<file path="src/rtl/trace_mem_ctrl_if.sv">
// Tracer/host-facing signal bundle of trace_mem_ctrl.
// The slave modport is the controller; the master modport is whatever drives it.
interface trace_mem_ctrl_if #(
    parameter int TRB_WIDTH = 32,
    parameter int ADDR_W    = 3
);
    logic                 EN_I;
    logic                 MODE_I;
    logic                 TRG_EVENT_I;
    logic [ADDR_W:0]      TRG_DELAY_I;
    logic                 TRG_DELAYED_O;
    logic                 STORE_I;
    logic [TRB_WIDTH-1:0] DATA_I;
    logic                 REQ_I;
    logic                 LOAD_O;
    logic [TRB_WIDTH-1:0] DATA_O;
    logic                 HOST_WR_I;
    logic [TRB_WIDTH-1:0] HOST_DATA_I;
    logic                 HOST_FULL_O;
    logic                 HOST_RD_I;
    logic [TRB_WIDTH-1:0] HOST_DATA_O;
    logic                 HOST_VALID_O;
    logic                 HOST_EMPTY_O;
    logic [ADDR_W:0]      COUNT_O;

    modport slave (
        input  EN_I, MODE_I, TRG_EVENT_I, TRG_DELAY_I, STORE_I, DATA_I, REQ_I,
               HOST_WR_I, HOST_DATA_I, HOST_RD_I,
        output TRG_DELAYED_O, LOAD_O, DATA_O, HOST_FULL_O, HOST_DATA_O,
               HOST_VALID_O, HOST_EMPTY_O, COUNT_O
    );

    modport master (
        output EN_I, MODE_I, TRG_EVENT_I, TRG_DELAY_I, STORE_I, DATA_I, REQ_I,
               HOST_WR_I, HOST_DATA_I, HOST_RD_I,
        input  TRG_DELAYED_O, LOAD_O, DATA_O, HOST_FULL_O, HOST_DATA_O,
               HOST_VALID_O, HOST_EMPTY_O, COUNT_O
    );
endinterface

</file>
<file path="src/rtl/trace_mem_ctrl.sv">
// Trace buffer / stream FIFO behind the tracer: circular capture with post-trigger
// freeze and host readback in trace mode, REQ/LOAD-served FIFO in stream mode.
module trace_mem_ctrl #(
    parameter int TRB_WIDTH = 32,
    parameter int TRB_DEPTH = 8,
    parameter int ADDR_W    = $clog2(TRB_DEPTH)
) (
    input  logic             CLK_I,
    input  logic             RST_NI,
    trace_mem_ctrl_if.slave  bus
);
    typedef enum logic [1:0] {TRACE_FILL, TRACE_POST, FROZEN} state_t;

    localparam logic [ADDR_W:0]   DEPTH_C = (ADDR_W+1)'(TRB_DEPTH);
    localparam logic [ADDR_W:0]   CNT_ONE = (ADDR_W+1)'(1);
    localparam logic [ADDR_W-1:0] PTR_ONE = ADDR_W'(1);

    logic [TRB_WIDTH-1:0] r_mem [TRB_DEPTH];
    logic [ADDR_W-1:0]    r_wr_ptr, r_rd_ptr;
    logic [ADDR_W:0]      r_count, r_post;
    logic                 r_pending, r_mode, r_delayed, r_full, r_empty;
    logic                 r_load, r_hvalid;
    logic [TRB_WIDTH-1:0] r_last, r_data, r_hdata;
    state_t               r_state;

    logic                 w_mode_chg, w_act, w_trace, w_strm;
    logic                 w_store, w_hwr, w_req, w_srv, w_hrd, w_we, w_freeze;
    logic [ADDR_W-1:0]    w_wr_nxt, w_rd_frz;
    logic [ADDR_W:0]      w_cnt_nxt, w_post_nxt;
    logic [TRB_WIDTH-1:0] w_wdata;
    state_t               w_state_nxt;

    // Once the buffer holds TRB_DEPTH words, further trace stores overwrite the oldest.
    function automatic logic [ADDR_W:0] f_sat_inc(input logic [ADDR_W:0] c);
        return (c == DEPTH_C) ? c : c + CNT_ONE;
    endfunction

    assign w_mode_chg = bus.EN_I && (bus.MODE_I != r_mode);
    assign w_act      = bus.EN_I && !w_mode_chg;
    assign w_trace    = w_act && !bus.MODE_I;
    assign w_strm     = w_act && bus.MODE_I;
    assign w_store    = w_trace && bus.STORE_I && (r_state != FROZEN);
    assign w_hwr      = w_strm && bus.HOST_WR_I && (r_count != DEPTH_C);
    assign w_req      = r_pending || bus.REQ_I;
    assign w_srv      = w_strm && w_req && (r_count != '0);
    assign w_hrd      = w_trace && bus.HOST_RD_I && (r_state == FROZEN) && (r_count != '0);
    assign w_we       = w_store || w_hwr;
    assign w_wdata    = bus.MODE_I ? bus.HOST_DATA_I : bus.DATA_I;
    assign w_wr_nxt   = w_we ? r_wr_ptr + PTR_ONE : r_wr_ptr;
    // Oldest surviving word, computed from the post-edge pointer and count.
    assign w_rd_frz   = w_wr_nxt - w_cnt_nxt[ADDR_W-1:0];

    always_comb begin
        w_cnt_nxt = r_count;
        if (w_store)
            w_cnt_nxt = f_sat_inc(r_count);
        else if (w_hwr && !w_srv)
            w_cnt_nxt = r_count + CNT_ONE;
        else if ((w_srv && !w_hwr) || w_hrd)
            w_cnt_nxt = r_count - CNT_ONE;

        w_state_nxt = r_state;
        w_post_nxt  = r_post;
        w_freeze    = 1'b0;
        if (w_trace) begin
            case (r_state)
                TRACE_FILL: begin
                    if (bus.TRG_EVENT_I) begin
                        if (bus.TRG_DELAY_I == '0) begin
                            w_freeze = 1'b1;
                        end else begin
                            w_state_nxt = TRACE_POST;
                            w_post_nxt  = bus.TRG_DELAY_I;
                        end
                    end
                end
                TRACE_POST: begin
                    if (w_store) begin
                        if (r_post == CNT_ONE) begin
                            w_freeze   = 1'b1;
                            w_post_nxt = '0;
                        end else begin
                            w_post_nxt = r_post - CNT_ONE;
                        end
                    end
                end
                default: ;
            endcase
        end
        if (w_freeze)
            w_state_nxt = FROZEN;
    end

    always_ff @(posedge CLK_I) begin
        if (w_we)
            r_mem[r_wr_ptr] <= w_wdata;
    end

    always_ff @(posedge CLK_I or negedge RST_NI) begin
        if (!RST_NI) begin
            r_wr_ptr  <= '0;
            r_rd_ptr  <= '0;
            r_count   <= '0;
            r_post    <= '0;
            r_pending <= 1'b0;
            r_mode    <= 1'b0;
            r_delayed <= 1'b0;
            r_full    <= 1'b0;
            r_empty   <= 1'b1;
            r_load    <= 1'b0;
            r_hvalid  <= 1'b0;
            r_last    <= '0;
            r_data    <= '0;
            r_hdata   <= '0;
            r_state   <= TRACE_FILL;
        end else begin
            r_load   <= 1'b0;
            r_hvalid <= 1'b0;
            if (bus.EN_I) begin
                r_mode <= bus.MODE_I;
                if (w_mode_chg) begin
                    r_wr_ptr  <= '0;
                    r_rd_ptr  <= '0;
                    r_count   <= '0;
                    r_post    <= '0;
                    r_pending <= 1'b0;
                    r_delayed <= 1'b0;
                    r_full    <= 1'b0;
                    r_empty   <= 1'b1;
                    r_last    <= '0;
                    r_state   <= TRACE_FILL;
                end else begin
                    r_wr_ptr <= w_wr_nxt;
                    r_count  <= w_cnt_nxt;
                    r_full   <= (w_cnt_nxt == DEPTH_C);
                    r_empty  <= (w_cnt_nxt == '0);
                    r_state  <= w_state_nxt;
                    r_post   <= w_post_nxt;
                    if (w_store)
                        r_last <= bus.DATA_I;
                    if (w_freeze) begin
                        r_rd_ptr  <= w_rd_frz;
                        r_delayed <= 1'b1;
                    end
                    if (w_hrd) begin
                        r_hdata  <= r_mem[r_rd_ptr];
                        r_hvalid <= 1'b1;
                        r_rd_ptr <= r_rd_ptr + PTR_ONE;
                    end
                    if (bus.MODE_I) begin
                        // A repeated REQ while one is outstanding merges into it.
                        r_pending <= w_req && !w_srv;
                        if (w_srv) begin
                            r_data   <= r_mem[r_rd_ptr];
                            r_load   <= 1'b1;
                            r_rd_ptr <= r_rd_ptr + PTR_ONE;
                        end
                    end else if (bus.REQ_I) begin
                        r_data <= r_last;
                        r_load <= 1'b1;
                    end
                end
            end
        end
    end

    assign bus.TRG_DELAYED_O = r_delayed;
    assign bus.LOAD_O        = r_load;
    assign bus.DATA_O        = r_data;
    assign bus.HOST_FULL_O   = r_full;
    assign bus.HOST_DATA_O   = r_hdata;
    assign bus.HOST_VALID_O  = r_hvalid;
    assign bus.HOST_EMPTY_O  = r_empty;
    assign bus.COUNT_O       = r_count;
endmodule

</file>
<file path="src/flat_wrapper.sv">
// flat-port wrapper written by rule: the top's interface ports become plain ports
module trace_mem_ctrl_flat 
#(
    parameter int TRB_WIDTH = 32,
    parameter int TRB_DEPTH = 8,
    parameter int ADDR_W    = $clog2(TRB_DEPTH)
)
  (CLK_I, RST_NI, bus_EN_I, bus_MODE_I, bus_TRG_EVENT_I, bus_TRG_DELAY_I, bus_STORE_I, bus_DATA_I, bus_REQ_I, bus_HOST_WR_I, bus_HOST_DATA_I, bus_HOST_RD_I, bus_TRG_DELAYED_O, bus_LOAD_O, bus_DATA_O, bus_HOST_FULL_O, bus_HOST_DATA_O, bus_HOST_VALID_O, bus_HOST_EMPTY_O, bus_COUNT_O);
  trace_mem_ctrl_if #(.TRB_WIDTH(TRB_WIDTH), .ADDR_W(ADDR_W)) bus_i ();
  input  logic CLK_I;
  input  logic RST_NI;
  input wire logic [$bits(bus_i.EN_I)-1:0] bus_EN_I;
  input wire logic [$bits(bus_i.MODE_I)-1:0] bus_MODE_I;
  input wire logic [$bits(bus_i.TRG_EVENT_I)-1:0] bus_TRG_EVENT_I;
  input wire logic [$bits(bus_i.TRG_DELAY_I)-1:0] bus_TRG_DELAY_I;
  input wire logic [$bits(bus_i.STORE_I)-1:0] bus_STORE_I;
  input wire logic [$bits(bus_i.DATA_I)-1:0] bus_DATA_I;
  input wire logic [$bits(bus_i.REQ_I)-1:0] bus_REQ_I;
  input wire logic [$bits(bus_i.HOST_WR_I)-1:0] bus_HOST_WR_I;
  input wire logic [$bits(bus_i.HOST_DATA_I)-1:0] bus_HOST_DATA_I;
  input wire logic [$bits(bus_i.HOST_RD_I)-1:0] bus_HOST_RD_I;
  output wire logic [$bits(bus_i.TRG_DELAYED_O)-1:0] bus_TRG_DELAYED_O;
  output wire logic [$bits(bus_i.LOAD_O)-1:0] bus_LOAD_O;
  output wire logic [$bits(bus_i.DATA_O)-1:0] bus_DATA_O;
  output wire logic [$bits(bus_i.HOST_FULL_O)-1:0] bus_HOST_FULL_O;
  output wire logic [$bits(bus_i.HOST_DATA_O)-1:0] bus_HOST_DATA_O;
  output wire logic [$bits(bus_i.HOST_VALID_O)-1:0] bus_HOST_VALID_O;
  output wire logic [$bits(bus_i.HOST_EMPTY_O)-1:0] bus_HOST_EMPTY_O;
  output wire logic [$bits(bus_i.COUNT_O)-1:0] bus_COUNT_O;
  assign bus_i.EN_I = bus_EN_I;
  assign bus_i.MODE_I = bus_MODE_I;
  assign bus_i.TRG_EVENT_I = bus_TRG_EVENT_I;
  assign bus_i.TRG_DELAY_I = bus_TRG_DELAY_I;
  assign bus_i.STORE_I = bus_STORE_I;
  assign bus_i.DATA_I = bus_DATA_I;
  assign bus_i.REQ_I = bus_REQ_I;
  assign bus_i.HOST_WR_I = bus_HOST_WR_I;
  assign bus_i.HOST_DATA_I = bus_HOST_DATA_I;
  assign bus_i.HOST_RD_I = bus_HOST_RD_I;
  assign bus_TRG_DELAYED_O = bus_i.TRG_DELAYED_O;
  assign bus_LOAD_O = bus_i.LOAD_O;
  assign bus_DATA_O = bus_i.DATA_O;
  assign bus_HOST_FULL_O = bus_i.HOST_FULL_O;
  assign bus_HOST_DATA_O = bus_i.HOST_DATA_O;
  assign bus_HOST_VALID_O = bus_i.HOST_VALID_O;
  assign bus_HOST_EMPTY_O = bus_i.HOST_EMPTY_O;
  assign bus_COUNT_O = bus_i.COUNT_O;
  trace_mem_ctrl #(.TRB_WIDTH(TRB_WIDTH), .TRB_DEPTH(TRB_DEPTH), .ADDR_W(ADDR_W)) u_core (.CLK_I(CLK_I), .RST_NI(RST_NI), .bus(bus_i));
endmodule
</file>
<file path="config.mk">
export PLATFORM = sky130hd
export DESIGN_NAME = trace_mem_ctrl_flat
export DESIGN_NICKNAME = d
export VERILOG_FILES = /design/src/rtl/trace_mem_ctrl_if.sv /design/src/rtl/trace_mem_ctrl.sv /design/src/flat_wrapper.sv
export SDC_FILE = /design/constraint.sdc
export NUM_CORES = 1
export LEC_CHECK = 0
export ABC_AREA = 0
export CAP_MARGIN = 20
export CORE_AREA = 2 2 200 202
export CTS_CLUSTER_SIZE = 12
export DETAILED_ROUTE_END_ITERATION = 8
export DIE_AREA = 0 0 202 204
export GPL_TIMING_DRIVEN = 0
export PLACE_DENSITY = 0.64
export SYNTH_ARGS = -nofsm -noshare
export SYNTH_HDL_FRONTEND = slang
export SYNTH_SLANG_ARGS = --single-unit
export TNS_END_PERCENT = 10
</file>
<file path="constraint.sdc">
create_clock -name CLK_I -period 10.27 [get_ports CLK_I]
set_input_delay 1.027 -clock CLK_I [delete_from_list [all_inputs] [get_ports CLK_I]]
set_output_delay 1.027 -clock CLK_I [all_outputs]
set_load 0.01 [all_outputs]
</file>
==> summary.txt, run 1 <==
Status
  – Run status: finished, final reports clean

STA
  – Final min period: 4.14 ns
  – Period utilization: 40.3%
  – RSZ-0062 raised after global routing: false
  – Final Hold Fails: 0
  – Finish-stage setup viols: 0
  – Fmax achieved: 241 MHz
  – TNS Setup: 0 ns
  – Relative slew slack: 24.5%
  – Slew @ Worst Pin: 1.13 ns
  – Fin Clk Skew: 0.0259 ns
  – Max Transition Viols Final: 0

Global route
  – Congestion Overflow GR: 0
  – Overall routing resource usage: 19.8%
  – Initial antenna violation count: 0
  – Global-route wire length before repair: 60.5 mm
  – Largest net degree at the start of global routing: 85
  – Vias in the first global route: 9,696

Die
  – Starting Density: 39.6%
  – Core Footprint: 39,200 um^2
  – DIE AREA: 41,200 um^2
  – I/O pin count: 150
  – FP Rows: 73
  – Die width: 202 um
  – Height of the die: 204 um

Setup path
  – Cell depth of the worst setup path: 14
  – CP delay by family, top: buffers and inverters
  – CP Max Fanout: 10
  – Slowest stage delay, CP: 0.54 ns
  – Worst path slowest cell: clkdlybuf4s50_1
  – WP data required: 10.70 ns
  – CP bufs+invs: 3
  – Startpoint types: input pin
  – Critical path arrival: 4.58 ns
  – Critical Path Most Common Cell: xnor2_1
  – R2r worst-path depth: 14
  – Crit path cell chain: clkdlybuf4s50_1, buf_4, nand4_1, a21oi_1, nor2_1, o22ai_1, xnor2_1, inv_1, ha_1, fa_1, xnor2_1, xnor2_1, or3b_1, o211ai_2
  – Crit. End Element: flop
  – Critical path type: input pin to flop

Synthesis
  – Register area share after synthesis: 68.8%
  – Netlist Area Pre-Place: 15,500 um^2
  – Syn Inst Count: 1,042
  – Synth area leaders: edfxtp_1, dfrtp_1, mux4_2
  – Yosys top cell area share: 49.6%
  – Flops & latches, synth: 375
  – Synth area leader: edfxtp_1
  – Mapped Avg Cell Area: 14.9 um^2
  – Syn_nets: 1,127
  – Post-synth ARST share: 31.7%
  – EDFF count, synth: 256
  – Warnings from Yosys: 0
  – Post-synth cell types: 65
  – Main synth FF type: edfxtp_1

Layout
  – Inserted Diodes: 0
  – Area Overhead vs Synth: 24.2%
  – Layout fillers: 3,316
  – Nets@finish: 1,332
  – Layout Utilization: 49.1%
  – Layout cells sized above 1: 15.2%

Route
  – Vias: 9,729
  – Drt pass-1 iters: 8
  – Final wirelength: 40.7 mm
  – Via/cell ratio: 5.39
  – # DRC: 0
  – Drt initial violations: 914
  – DR WL/cell: 22.6 um
  – Final antenna-violating net count: 0

Run
  – Maxcap violations: 0

CTS
  – Num CTS Buffers: 40
  – TritonCTS Sinks: 375
  – Post-CTS Setup Inserts: 0
  – CTS tree: built
  – Htree depth: 2
  – CTS max path bufs: 3
  – CTS root buf: clkbuf_16
  – Post-CTS sizing: 0
  – Hold_buf cts: 0
  – Clock transition at path regs: 0.06 ns
  – Clock Latency Late Sink: 0.53 ns

Power
  – Pwr per Cell Area: 188 nW/um^2
  – P_leak: 7.01 nW
  – Worst IR Drop VDD: 0.0909 mV

Placed design
  – Routability congestion estimate: 0.841
  – Number of buffers added on ports: 148
  – HPWL Detailed: 27.2 mm

Min path
  – Min-Delay Path Class: input pin to async pin
-- layer usage --
layer  wire (um)  GRT usage [%]  part of all wire, %
met1       17600           27.9                   43
met2       19500           32.6                   48
met3        2980           3.16                  7.3
met4         640           4.41                  1.6
met5           0              0                    0
-- flip-flops by register name, indices dropped and copies added (netlist names) --
name                      cells
u_core.bus.HOST_EMPTY_O       1
u_core.bus.HOST_VALID_O       1
u_core.bus.TRG_DELAYED_O      1
u_core.r_mode                 1
u_core.r_wr_ptr               3
u_core.r_mem                256
u_core.r_rd_ptr               3
u_core.r_last                32
u_core.bus.DATA_O            32
u_core.r_post                 4
u_core.bus.HOST_FULL_O        1
u_core.bus.LOAD_O             1
u_core.bus.COUNT_O            4
u_core.r_pending              1
u_core.r_state                2
u_core.bus.HOST_DATA_O       32
-- layout make-up --
cell class | instances | area, um^2 | share of cell area (%)
Tap cell | 525 | 657 | 3.41
Clock inverter | 6 | 61.3 | 0.318
Clock buffer | 68 | 1220 | 6.34
Buffer | 62 | 260 | 1.35
Multi-Input combinational cell | 590 | 4580 | 23.8
Inverter | 15 | 56.3 | 0.292
Sequential cell | 375 | 10700 | 55.4
Timing Repair Buffer | 163 | 1750 | 9.11
-- final timing paths --
kind / slack, ns / start / end
worst max-delay path: 6.13 / bus_EN_I / u_core.r_rd_ptr[2]
worst min-delay path: 0.40 / RST_NI / u_core.bus.HOST_FULL_O
worst max register to register: 6.41 / u_core.bus.COUNT_O[1] / u_core.r_rd_ptr[2]
worst min register to register: 0.48 / u_core.bus.DATA_O[2] / u_core.bus.DATA_O[2]
max in group asynchronous: 9.11 / RST_NI / u_core.bus.HOST_DATA_O[17]
min in group CLK_I: 0.48 / u_core.bus.DATA_O[2] / u_core.bus.DATA_O[2]
-- per-stage QoR --
step	setup WS [ns]	instances	hold WS [ns]	instance area (um^2)	total power [mW]
2_1_floorplan	5.23	1042	0.497	15500	2.01
3_3_place_gp	2.47	1715	0.460	17600	2.23
3_5_place_dp	5.70	1730	0.480	18000	2.24
4_1_cts	6.21	1804	0.402	19300	3.64
5_1_grt	5.93	1804	0.412	19300	3.75
6_report	6.13	1804	0.403	19300	3.61
-- report_power, final --
part	switching, mW	internal (mW)	total, mW
Clock	0.566	0.834	1.40
Combinational	0.241	0.215	0.456
Sequential	0.0519	1.70	1.76
Total	0.858	2.75	3.61
-- synth_stat cells, drive strengths merged, types with 2 or more instances --
cell,instances
o31ai,2
nor3,11
o2111ai,2
mux2i,35
inv,15
a21o,5
clkbuf,34
a21oi,81
mux2,33
or2,4
o22ai,5
nor3b,4
nand3,5
or3,2
xor2,2
or3b,2
nor2,60
a211oi,8
o211ai,2
xnor2,4
nand4,3
ha,7
a31oi,2
o21ai,78
nand2,141
dfrtp,118
mux4,64
buf,28
o2bb2ai,2
edfxtp,256
nand2b,4
nor2b,3
-- logic make-up (layout without fill, tap and decap cells) --
kind of cell               Yosys count  count (layout)  share of synthesized area, %
AOI/OAI and AO/OA                  199             199                          7.40
muxes                              132             132                          14.0
DFF                                375             375                          68.8
buffers and inverters               77             314                          2.04
and+or+nand+nor                    245             245                          6.78
adders and majority gates            8               8                         0.694
xor gates and xnor gates             6               6                         0.339
-- layout by cell type (no fill, tap or decap), drive strengths merged, types with 3 or more instances in the layout --
cell           count
clkdlybuf4s50    147
a211oi             8
nand2b             4
xnor2              4
clkbuf           102
o21ai             78
nor3              11
clkinv             3
o22ai              5
edfxtp           256
mux4              64
nand4              3
mux2i             35
nand3              5
buf               44
mux2              33
a21o               5
nor3b              4
nor2b              3
nor2              60
a21oi             81
nand2            141
or2                4
dfrtp            118
inv               17
ha                 7
Power figures use the tool's default switching activity.
==> run 2, diff against run 1 <==
- clock period: 10.27 -> 4.2 ns (I/O delays scaled with it)
==> run 2 against run 1 <==
Net effect:
- global-route usage fell by 0.086 points
- first-iteration DRC count is 0.77% lower
- wire length down 0.98%
- total power up 140%
- combinational power up 150%
- highest routed layer unchanged
==> summary.txt, run 2 (synthesis gave the netlist of run 1 again) <==
Global route
  – Global-route wire length before repair: 60.4 mm
  – Initial antenna violation count: 0
  – Largest net degree at the start of global routing: 64
  – Vias in the first global route: 9,750
  – Overall routing resource usage: 19.7%
  – Congestion Overflow GR: 0

Setup path
  – Worst path slowest cell: dfrtp_1
  – R2r setup slk: 0.42 ns
  – Critical path arrival: 4.22 ns
  – Crit path cell chain: inv_1, ha_1, nand2b_1, a21oi_1, nor2b_1, o22ai_1, xnor2_1, inv_1, ha_1, fa_1, xnor2_1, xnor2_1, or3b_1, o211ai_2
  – CP Max Fanout: 9
  – Critical path type: flop to flop
  – R2r worst-path depth: 14
  – WP data required: 4.65 ns
  – Crit. End Element: flop
  – CP bufs+invs: 2
  – CP startpoint: u_core.bus.COUNT_O[1]
  – Reg-to-reg endpoint: u_core.r_rd_ptr[2]
  – Startpoint types: flop
  – Critical Path Most Common Cell: xnor2_1
  – Cell depth of the worst setup path: 14
  – Worst R2R Start: u_core.bus.COUNT_O[1]
  – Slowest stage delay, CP: 0.50 ns
  – CP delay by family, top: adder cells

STA
  – Slew @ Worst Pin: 1.07 ns
  – Period utilization: 89.9%
  – Fmax achieved: 265 MHz
  – Relative slew slack: 28.8%
  – Final min period: 3.78 ns
  – RSZ-0062 raised after global routing: false
  – Fin Clk Skew: 0.0131 ns
  – TNS Setup: 0 ns
  – Setup ws final: 0.423 ns
  – Max Transition Viols Final: 0
  – Hold slack: 0.451 ns
  – Final Hold Fails: 0
  – Finish-stage setup viols: 0

Power
  – Worst IR Drop VDD: 0.270 mV
  – Reg power frac: 49.8%
  – Logic pwr share: 13.0%
  – Pwr per Cell Area: 449 nW/um^2
  – P_leak: 6.98 nW
  – P_sw: 2.07 mW
  – Switching Share: 24.0%
  – Total power: 8.63 mW
  – Clock power share: 37.2%
  – Internal power: 6.56 mW

Min path
  – Min-Delay Path Class: input pin to async pin

Placed design
  – HPWL Detailed: 27.4 mm
  – Number of buffers added on ports: 148
  – Placed cells: 1,728
  – Pre-CTS setup slack: 0.197 ns
  – Routability congestion estimate: 0.865

Layout
  – Inserted Diodes: 0
  – Layout fillers: 3,395
  – Flip-flop count of the largest register after layout: 256
  – Layout cells sized above 1: 15.0%
  – Commonest non-fill, non-tap cells in the layout: edfxtp_1, clkdlybuf4s50_1, nand2_1
  – Nets@finish: 1,332
  – Area Overhead vs Synth: 24.0%
  – Non-filler cells, final: 1,801
  – Largest reg by FF count: u_core.r_mem
  – Commonest non-fill, non-tap cell in the layout: edfxtp_1

CTS
  – TritonCTS Sinks: 375
  – Clock transition at path regs: 0.06 ns
  – Clock Latency Late Sink: 0.52 ns
  – CTS root buf: clkbuf_16
  – CTS max path bufs: 3
  – CTS tree: built
  – Num CTS Buffers: 39
  – Post-CTS Setup Inserts: 0
  – Htree depth: 2

Route
  – # DRC: 0
  – Drt initial violations: 907
  – Vias: 9,676
  – Drt pass-1 iters: 5
  – Final wirelength: 40.3 mm
  – DR WL/cell: 22.4 um
  – Via/cell ratio: 5.37
  – Final antenna-violating net count: 0

Status
  – Run status: finished, final reports clean

Die
  – Core Footprint: 39,200 um^2
  – I/O pin count: 150
  – Starting Density: 39.6%
  – FP Rows: 73
  – Die width: 202 um
  – DIE AREA: 41,200 um^2
  – Height of the die: 204 um

Run
  – Maxcap violations: 0
==> run 2: cell count changes in the layout (fill, tap and decap cells not counted), sizes merged <==
cell	change
clkbuf	-5
clkinv	+2
bufinv	-1
clkinvlp	+1
dlygate4sd3	+1
inv	-1
==> run 2: power groups by stage <==
| stage | Combinational, mW | Sequential (mW) | Clock, mW |
|---|---|---|---|
| final | 1.12 | 4.30 | 3.21 |
| after global routing | 1.23 | 4.31 | 3.41 |
| after CTS | 1.13 | 4.30 | 3.27 |
| after detailed placement | 1.12 | 4.37 | 0 |
| after global placement | 1.08 | 4.37 | 0 |
| after floorplan | 0.516 | 4.39 | 0 |
==> run 2: worst max path at each step <==
stage and end:
2_1_floorplan u_core.r_mem[1][0], 6_report u_core.r_rd_ptr[2], 4_1_cts u_core.r_rd_ptr[2], 3_5_place_dp u_core.r_rd_ptr[2]
5_1_grt u_core.r_rd_ptr[2], 3_3_place_gp u_core.r_mem[1][15]
==> run 2: cell type report <==
class / count / area [um^2] / share of cell area [%]
multi-input combinational: 590 / 4580 / 23.8
inverter: 15 / 56.3 / 0.293
clock inverter: 7 / 48.8 / 0.254
timing repair buffer: 164 / 1820 / 9.46
tap: 525 / 657 / 3.42
clock buffer: 63 / 1140 / 5.91
buffer: 62 / 260 / 1.35
sequential: 375 / 10700 / 55.5
==> run 2: per-stage QoR <==
step / cell area, um^2 / util [%]
2_1_floorplan: 15500 / -
3_3_place_gp: 17600 / 45.0
3_5_place_dp: 18000 / 45.9
4_1_cts: 19200 / 49.0
5_1_grt: 19200 / 49.1
6_report: 19200 / 49.1
==> run 2: timing repair <==
item	in CTS	in global routing
endpoints found under the hold margin	55	0
hold buffers	1	0
gates resized for setup	0	0
==> run 2: metal layers <==
layer | track usage (%) | vias up | routed length [um]
met5 | 0 | - | 0
met4 | 5.30 | 0 | 893
met3 | 3.67 | 62 | 2470
met2 | 31.5 | 343 | 19000
met1 | 27.9 | 4937 | 17900
li1 | - | 4334 | -
